File: src/rtl/lsh_pkg.sv
// lsh_pkg: shared types for the LSH mapper front end.
//   nuc_t           2-bit nucleotide code
//   NUC_A..NUC_T    nucleotide encoding constants
//   feeder_state_t  sequencing states of window_feeder
package lsh_pkg;

  typedef logic [1:0] nuc_t;

  localparam nuc_t NUC_A = 2'b00;
  localparam nuc_t NUC_C = 2'b01;
  localparam nuc_t NUC_G = 2'b10;
  localparam nuc_t NUC_T = 2'b11;

  typedef enum logic [2:0] {
    ST_IDLE,
    ST_START,
    ST_FILL,
    ST_HASH,
    ST_COMMIT,
    ST_HRST,
    ST_FINAL,
    ST_DRAIN
  } feeder_state_t;

endpackage

File: src/rtl/window_shift_buffer.sv
// window_shift_buffer: DEPTH-entry nucleotide shift register.
//   clk, rst_n   clock, asynchronous active-low reset
//   i_clear      load all entries with NUC_A (takes priority over shift)
//   i_shift      shift toward index 0, i_nuc enters at DEPTH-1
//   i_nuc        incoming nucleotide
//   o_window     buffer contents, index 0 oldest
module window_shift_buffer
  import lsh_pkg::*;
#(
  parameter int DEPTH = 128
) (
  input  logic clk,
  input  logic rst_n,
  input  logic i_clear,
  input  logic i_shift,
  input  nuc_t i_nuc,
  output nuc_t o_window [0:DEPTH-1]
);

  nuc_t r_buf [0:DEPTH-1];

  // NOTE: this array is a register bank driven straight onto an output port,
  // not a RAM, so every entry is reset; a RAM-style array would be left unreset.
  always_ff @(posedge clk or negedge rst_n) begin
    if (!rst_n) begin
      for (int j = 0; j < DEPTH; j++) r_buf[j] <= NUC_A;
    end else if (i_clear) begin
      for (int j = 0; j < DEPTH; j++) r_buf[j] <= NUC_A;
    end else if (i_shift) begin
      for (int j = 0; j < DEPTH - 1; j++) r_buf[j] <= r_buf[j+1];
      r_buf[DEPTH-1] <= i_nuc;
    end
  end

  assign o_window = r_buf;

endmodule

File: src/rtl/window_feeder.sv
// window_feeder: assembles overlapping nucleotide windows from a 2-bit stream
// and sequences each one through the downstream window hasher.
//   clk, reset_window_feeder      clock, asynchronous active-low reset
//   nuc_valid/nuc_ready/nuc_data  nucleotide stream handshake and payload
//   nuc_last                      final nucleotide of the sequence
//   is_reference                  sequence kind, latched when a sequence starts
//   window, window_id             current window (index 0 oldest) and its index
//   ready_for_hashing             window stable, hasher may run
//   hashing_is_done               hasher finished with the current window
//   reset_window_hasher           hasher reset pulse (sequence start, between windows)
//   reset_stats                   stats reset pulse (sequence start)
//   is_insert / is_query          per-window commit pulse for reference / read
//   calculate_matched_window      end-of-read pulse
//   seq_done                      sequence fully processed
//   overflow                      sticky: reference ran past its window budget
module window_feeder
  import lsh_pkg::*;
#(
  parameter int WINDOW_SIZE              = 128,
  parameter int KMER_SIZE                = 16,
  parameter int MAX_WINDOWS_IN_REFERENCE = 512
) (
  input  logic        clk,
  input  logic        reset_window_feeder,
  input  logic        nuc_valid,
  output logic        nuc_ready,
  input  nuc_t        nuc_data,
  input  logic        nuc_last,
  input  logic        is_reference,
  output nuc_t        window [0:WINDOW_SIZE-1],
  output logic [31:0] window_id,
  output logic        ready_for_hashing,
  input  logic        hashing_is_done,
  output logic        reset_window_hasher,
  output logic        reset_stats,
  output logic        is_insert,
  output logic        is_query,
  output logic        calculate_matched_window,
  output logic        seq_done,
  output logic        overflow
);

  localparam int STRIDE = WINDOW_SIZE - KMER_SIZE + 1;
  localparam int CNT_W  = $clog2(WINDOW_SIZE + 1);

  feeder_state_t    r_state;
  feeder_state_t    w_next;
  logic             r_is_ref;
  logic             r_last_seen;
  logic             r_overflow;
  logic             r_reset_hold;
  logic [CNT_W-1:0] r_fill_cnt;
  logic [31:0]      r_window_id;

  logic             w_accept;
  logic             w_fill_done;
  logic             w_at_max;
  logic [CNT_W-1:0] w_target;

  assign w_accept    = nuc_valid && nuc_ready;
  // First window needs a full WINDOW_SIZE; later ones only the fresh stride.
  assign w_target    = (r_window_id == '0) ? CNT_W'(WINDOW_SIZE) : CNT_W'(STRIDE);
  assign w_fill_done = (r_fill_cnt + CNT_W'(1)) == w_target;
  assign w_at_max    = r_is_ref && (r_window_id == 32'(MAX_WINDOWS_IN_REFERENCE - 1));

  // NOTE: combinational block assigns its output a default before the case so
  // no path leaves w_next unassigned, which would infer a latch.
  always_comb begin
    w_next = r_state;
    unique case (r_state)
      ST_IDLE:   if (nuc_valid) w_next = ST_START;
      ST_START:  w_next = ST_FILL;
      ST_FILL:   if (w_accept && (nuc_last || w_fill_done)) w_next = ST_HASH;
      ST_HASH:   if (hashing_is_done) w_next = ST_COMMIT;
      ST_COMMIT: begin
        if (r_last_seen)   w_next = ST_FINAL;
        else if (w_at_max) w_next = ST_DRAIN;
        else               w_next = ST_HRST;
      end
      ST_HRST:   w_next = ST_FILL;
      ST_DRAIN:  if (w_accept && nuc_last) w_next = ST_FINAL;
      ST_FINAL:  w_next = ST_IDLE;
      default:   w_next = ST_IDLE;
    endcase
  end

  // NOTE: all state here updates with non-blocking assignments so every
  // register samples pre-edge values regardless of statement order.
  always_ff @(posedge clk or negedge reset_window_feeder) begin
    if (!reset_window_feeder) begin
      r_state      <= ST_IDLE;
      r_is_ref     <= 1'b0;
      r_last_seen  <= 1'b0;
      r_overflow   <= 1'b0;
      r_reset_hold <= 1'b1;
      r_fill_cnt   <= '0;
      r_window_id  <= '0;
    end else begin
      // Downstream resets stay asserted from reset until the first clock.
      r_reset_hold <= 1'b0;
      r_state      <= w_next;
      unique case (r_state)
        ST_IDLE: if (nuc_valid) r_is_ref <= is_reference;
        ST_START: begin
          r_fill_cnt  <= '0;
          r_window_id <= '0;
          r_last_seen <= 1'b0;
        end
        ST_FILL: begin
          if (w_accept) begin
            r_fill_cnt <= r_fill_cnt + CNT_W'(1);
            if (nuc_last) r_last_seen <= 1'b1;
          end
        end
        ST_COMMIT: begin
          if (!r_last_seen) begin
            if (w_at_max) r_overflow  <= 1'b1;
            else          r_window_id <= r_window_id + 32'd1;
          end
        end
        ST_HRST: r_fill_cnt <= '0;
        default: ;
      endcase
    end
  end

  window_shift_buffer #(
    .DEPTH(WINDOW_SIZE)
  ) u_buf (
    .clk      (clk),
    .rst_n    (reset_window_feeder),
    .i_clear  (r_state == ST_START),
    .i_shift  ((r_state == ST_FILL) && w_accept),
    .i_nuc    (nuc_data),
    .o_window (window)
  );

  // Drain consumes the rest of an over-long reference without building windows.
  assign nuc_ready                = (r_state == ST_FILL) || (r_state == ST_DRAIN);
  assign ready_for_hashing        = (r_state == ST_HASH);
  assign reset_stats              = r_reset_hold || (r_state == ST_START);
  assign reset_window_hasher      = r_reset_hold || (r_state == ST_START) || (r_state == ST_HRST);
  assign is_insert                = (r_state == ST_COMMIT) && r_is_ref;
  assign is_query                 = (r_state == ST_COMMIT) && !r_is_ref;
  assign calculate_matched_window = (r_state == ST_FINAL) && !r_is_ref;
  assign seq_done                 = (r_state == ST_FINAL);
  assign overflow                 = r_overflow;
  assign window_id                = r_window_id;

endmodule

File: config.mk
export PLATFORM = sky130hd
export DESIGN_NAME = window_feeder
export DESIGN_NICKNAME = d
export VERILOG_FILES = /design/src/rtl/lsh_pkg.sv /design/src/rtl/window_shift_buffer.sv /design/src/rtl/window_feeder.sv
export SDC_FILE = /design/constraint.sdc
export NUM_CORES = 1
export LEC_CHECK = 0
export CAP_MARGIN = 20
export CORE_ASPECT_RATIO = 1.5
export CORE_MARGIN = 5
export CORE_UTILIZATION = 40
export CTS_BUF_LIST = sky130_fd_sc_hd__clkbuf_8
export DETAILED_ROUTE_END_ITERATION = 10
export GPL_ROUTABILITY_DRIVEN = 0
export HOLD_SLACK_MARGIN = 0.03
export PLACE_DENSITY = 0.74
export REMOVE_ABC_BUFFERS = 1
export SYNTH_ARGS = -nofsm -noshare
export SYNTH_HDL_FRONTEND = slang
export SYNTH_SLANG_ARGS = --single-unit
File: constraint.sdc
create_clock -name clk -period 6.5 [get_ports clk]
set_input_delay 0.975 -clock clk [delete_from_list [all_inputs] [get_ports clk]]
set_output_delay 0.975 -clock clk [all_outputs]
set_load 0.005 [all_outputs]
# After elaboration in Yosys (flattened, before gate mapping)
# Index checks and enable logic that the tools add are counted.
[word_totals]
out_inout_bits = 297
wordCells = 199
reg_bits = 303
[classes]
reduce_logical = 26
eq_ne = 17
n_addsub = 2
n_bitwise = 1
muxes = 18
[op_table]
columns = ["cell", "count"]
rows = [
  ["$mux W256", 2],
  ["$mux W32", 2],
  ["$pmux W32 S2", 1],
  ["$add A32 B1 Y32 const B", 1],
  ["$eq A32 B9 Y1 const B", 1],
  ["$logic_not A32 Y1", 1],
  ["$pmux W3 S7", 1],
  ["$mux W8", 2],
  ["$pmux W8 S2", 1],
  ["$ne A2 B2 Y1 const B", 7],
  ["$eq A3 B3 Y1 const B", 4],
  ["$mux W3", 4],
  ["$reduce_and A3 Y1", 3],
  ["$add A8 B1 Y8 const B", 1],
  ["$eq A8 B8 Y1", 1],
  ["$logic_and A1 B1 Y1", 8],
  ["$reduce_bool A2 Y1", 4],
  ["$eq A3 B2 Y1 const B", 2],
  ["$logic_or A1 B1 Y1", 4],
  ["$mux W2", 2],
  ["$reduce_and A2 Y1", 2],
  ["$reduce_and A4 Y1", 1],
  ["$eq A3 B1 Y1 const B", 1],
  ["$logic_not A3 Y1", 1],
  ["6 further kinds", 7],
]

# Logic depth before layout (Yosys ltp)
[depth]
ltp_word = 7
depth_mapped = 7
mapped_depth_nobuf = 7

# Hierarchy
# Synthesis repeated with hierarchy kept, for this count alone.
[unflattened]
hier_cells = 1153
hier_area_um2 = 13503.0
[modules_own_cells]
columns = ["module", "cells_each", "n_inst", "area_each_um2"]
rows = [
  ["window_shift_buffer", 825, 1, 10603.9],
  ["window_feeder", 328, 1, 2899.0],
]

# Least setup slack after synthesis
# OpenSTA, ideal clock, no wires.
[synth_timing]
path_kind = "register to register"
from = "register r_fill_cnt[0]"
to = "register r_state[0]"
setup_time_ps = 84
required_ps = 6416
setup_slack_ps = 4216
path_buffers = 1
stages_incl_launch_ff = 8
arrival_ps = 2200
cell_sequence = "dfrtp_1 ha_1 buf_2 and3_4 xnor2_1 or4b_1 or4b_1 a41oi_2"
[synth_via]
elab_chain_len = 6
[synth_rtl]
columns = ["item", "line", "source"]
rows = [
  ["start, declared", "window_feeder.sv:52", "logic [CNT_W-1:0] r_fill_cnt;"],
  ["start signal, assigned", "window_feeder.sv:111", "r_fill_cnt <= r_fill_cnt + CNT_W'(1);"],
  ["$add A8 B1 Y8", "window_feeder.sv:63", "assign w_fill_done = (r_fill_cnt + CNT_W'(1)) == w_target;"],
  ["$eq A8 B8 Y1", "window_feeder.sv:63", ""],
  ["$logic_or A1 B1 Y1", "window_feeder.sv:73", "ST_FILL: if (w_accept && (nuc_last || w_fill_done)) w_next = ST_HASH;"],
  ["$logic_and A1 B1 Y1", "window_feeder.sv:73", ""],
  ["$ne A2 B2 Y1 (no line)", "--", ""],
  ["$reduce_and A4 Y1 (no line)", "--", ""],
  ["end signal, assigned", "window_feeder.sv:101", "r_state <= w_next;"],
  ["end, declared", "window_feeder.sv:46", "feeder_state_t r_state;"],
]
# No other way between the ends.
# A chain may end at the register's enable or synchronous reset.

# Worst setup path in the final report
[layout_timing]
from = "register r_state[1]"
to = "output reset_stats"
[layout_via]
elab_chain_len = 2
[layout_rtl]
columns = ["item", "line", "source"]
rows = [
  ["$eq A3 B1 Y1", "window_feeder.sv:141", "assign reset_stats = r_reset_hold || (r_state == ST_START);"],
  ["$logic_or A1 B1 Y1", "window_feeder.sv:141", ""],
  ["end, declared", "window_feeder.sv:35", "output logic reset_stats,"],
]
# No other way between the ends.

==> results.json <==
{
  "path_cells": "nand2b_1, or2_2, nand2b_1, clkdlybuf4s50_1",
  "seq_area_frac_synth": 0.591,
  "async_flop_share": 1.00,
  "dp_hpwl_mm": 23.0,
  "io_buffer_count": 304,
  "crit_path_max_incr_delay_ns": 0.53,
  "cts_buffers": 46,
  "grt_pass1_vias": 10600,
  "crit_path_frequent_cell": "nand2b_1",
  "cts_max_level": 2,
  "p_leak_nw": 7.05,
  "initial_core_util": 0.404,
  "max_cap_violations": 0,
  "synthCells": 1439,
  "slew_violations": 0,
  "hold_violations": 0,
  "p_per_area_nw_per_um2": 257,
  "end_kind": "output port",
  "dr.pass1.iters": 5,
  "p_sw_frac": 0.333,
  "dieHeight_um": 229,
  "clock_power_share": 0.342,
  "rrSetupSlack_ns": 3.82,
  "synth_ff_type": "dfrtp_1",
  "grt_pass1_wl_mm": 57.6,
  "max_freq_ghz": 0.285,
  "multi_input_area_um2": 4800,
  "crit_path_max_fanout": 20,
  "reg2reg_to": "window_id[30]",
  "cts_hold_buf": 0,
  "clock_skew_ns": 0.0175,
  "mostFrequentLayoutCell": "nand2_1",
  "avgRoutedWirePerCell_um": 16.5,
  "clockRootBuffer": "clkbuf_8",
  "grt_overflow": 0,
  "grt_max_degree": 161,
  "drtIter0Drc": 821,
  "netlist_top_cells_area": "dfrtp_1 (59%), nand2_1 (16%), a21oi_1 (11%)",
  "vias": 11100,
  "finalCritPeriodShare": 0.540,
  "seqPwrFrac": 0.463,
  "finalNonFillerCells": 2135,
  "stdcell_area_um2": 17000,
  "worstSkewPairLatency_ns": 0.56,
  "num_rows": 80,
  "postRouteAntennaNets": 0,
  "cts.sink_count": 303,
  "startpoint_type": "flop",
  "grt_use_total": 0.194,
  "regArea_um2": 7580,
  "io_pins": 305,
  "drive_gt1_frac": 0.0510,
  "hp-class": "in2async",
  "avgSynthCellArea_um2": 8.92,
  "holdWs_ns": 0.395,
  "fin_nets": 1706,
  "dp.cells": 2057,
  "ys.warnings.count": 0,
  "die-area_um2": 35800,
  "relSlewSlack": 0.305,
  "final_cell_mix": "nand2_1 (549), clkdlybuf4s50_1 (303), dfrtp_1 (302), a21oi_1 (270), clkbuf_8 (56)",
  "dpl-instance-area_um2": 16100,
  "layout_min_cycle_time_ns": 3.51,
  "via_per_inst": 5.22,
  "synth_cell_types": 51,
  "p_int_mw": 2.91,
  "wirelength_mm": 35.2,
  "reg2regPathDepth": 5,
  "yosysTopAreaCell": "dfrtp_1",
  "cts_setup_buffers": 0,
  "crit_slowest_cell": "clkdlybuf4s50_1",
  "clkSlewWorstSetupHoldPaths_ns": 0.06,
  "fill_cells": 2809,
  "worst_pin_slew_ns": 1.04,
  "finalSetupViolCount": 0,
  "syn_area_um2": 12800,
  "antenna_found_initial": 1,
  "outcome": "finished clean",
  "clk_path_buf_depth": 3,
  "reg2reg_from": "window_id[0]",
  "critPathKind": "reg2out",
  "rsz0062_at_grt": "no",
  "core_um2": 31700,
  "critical_path_arrival_ns": 2.53,
  "post_cts_resize_count": 0,
  "peakVddDrop_v": 0.000165,
  "pwr-share-comb": 0.195,
  "drc": 0,
  "syn_to_final_growth_pct": 32.3,
  "ys_ff_latch": 303,
  "die_w_um": 156,
  "cts_tree": "built",
  "synth_edf_count": 0,
  "critPathRequiredTime_ns": 5.52,
  "synth_top_area_frac": 0.589,
  "switchingPower_mw": 1.45
}
[how the worst max path moves through the flow]
stage | start | to | slack (ns) | cells past startpoint
floorplan | nuc_valid | r_fill_cnt[5] | -9.36 | 5
global placement | nuc_valid | u_buf.o_window[95] | 3.18 | 7
detailed placement | nuc_valid | u_buf.o_window[95] | 3.11 | 7
CTS | r_state[1] | reset_stats | 2.94 | 4
global route | r_state[1] | reset_stats | 2.84 | 4
finish | r_state[1] | reset_stats | 2.99 | 4
[synth_stat cells (7+ instances only)]
library cell	n
o21ai_0	11
nand2b_1	15
or4_1	8
nand4_1	8
buf_2	17
nand3_1	12
nor2_1	19
buf_1	9
mux2i_1	10
nor4_1	22
o31ai_1	11
dfrtp_1	302
or3_1	7
a21oi_1	270
nand2_1	549
xnor2_1	14
clkbuf_1	83
[flip-flops by register name (all words and copies together), names as in the netlist]
| register | flops |
|---|---|
| u_buf.o_window | 256 |
| window_id | 32 |
| r_fill_cnt | 8 |
| r_state | 3 |
| overflow | 1 |
| r_is_ref | 1 |
| r_last_seen | 1 |
| r_reset_hold | 1 |
[cells by family (layout without fill, tap and decap cells)]
group,Yosys count,count (layout),share of synthesized area
simple gates,681,681,0.224
other cells,1,2,0.000292
xor+xnor,17,17,0.0116
compound gates,306,306,0.125
fa+ha+maj,3,3,0.00293
mux,11,11,0.00868
flops,303,303,0.591
buf+inv,117,402,0.0361
[critical path: cells and delay by family, from the launching register on]
| kind | cells | cell delay, ns |
|---|---|---|
| and+or+nand+nor | 3 | 0.93 |
| DFF | 1 | 0.51 |
| buffers and inverters | 1 | 0.53 |
[power by group through the flow]
stage | clock [mW] | sequential, mW | combinational [mW]
global placement | 0 | 2.05 | 0.845
detailed placement | 0 | 2.05 | 0.859
global route | 1.63 | 2.03 | 0.944
CTS | 1.54 | 2.01 | 0.860
floorplan | 0 | 2.03 | 0.492
finish | 1.49 | 2.02 | 0.851
[cell type report]
cell class                      count  area share
Tap cell                          410      0.0302
Inverter                            6     0.00133
Multi-Input combinational cell   1019       0.283
Sequential cell                   303       0.447
Antenna cell                        1    0.000147
Clock buffer                       56      0.0454
Clock inverter                     21     0.00516
Timing Repair Buffer              319       0.188
[routing by layer]
metal  vias to the layer above  GRT usage  part of all wire
met5                         -          0                 0
met2                       334      0.330              0.52
met3                        84     0.0517             0.067
met1                      5470      0.231              0.38
met4                         0     0.0792             0.042
li1                       5253          -                 -
[stage by stage]
stage	total power [mW]	setup TNS [ns]	setup WS, ns	util
floorplan	2.52	-2359.63	-9.36	-
global placement	2.89	0	3.18	0.508
detailed placement	2.91	0	3.11	0.508
CTS	4.42	0	2.94	0.535
global route	4.60	0	2.84	0.535
finish	4.36	0	2.99	0.535
Note: power is estimated with default switching activity, not from simulation.
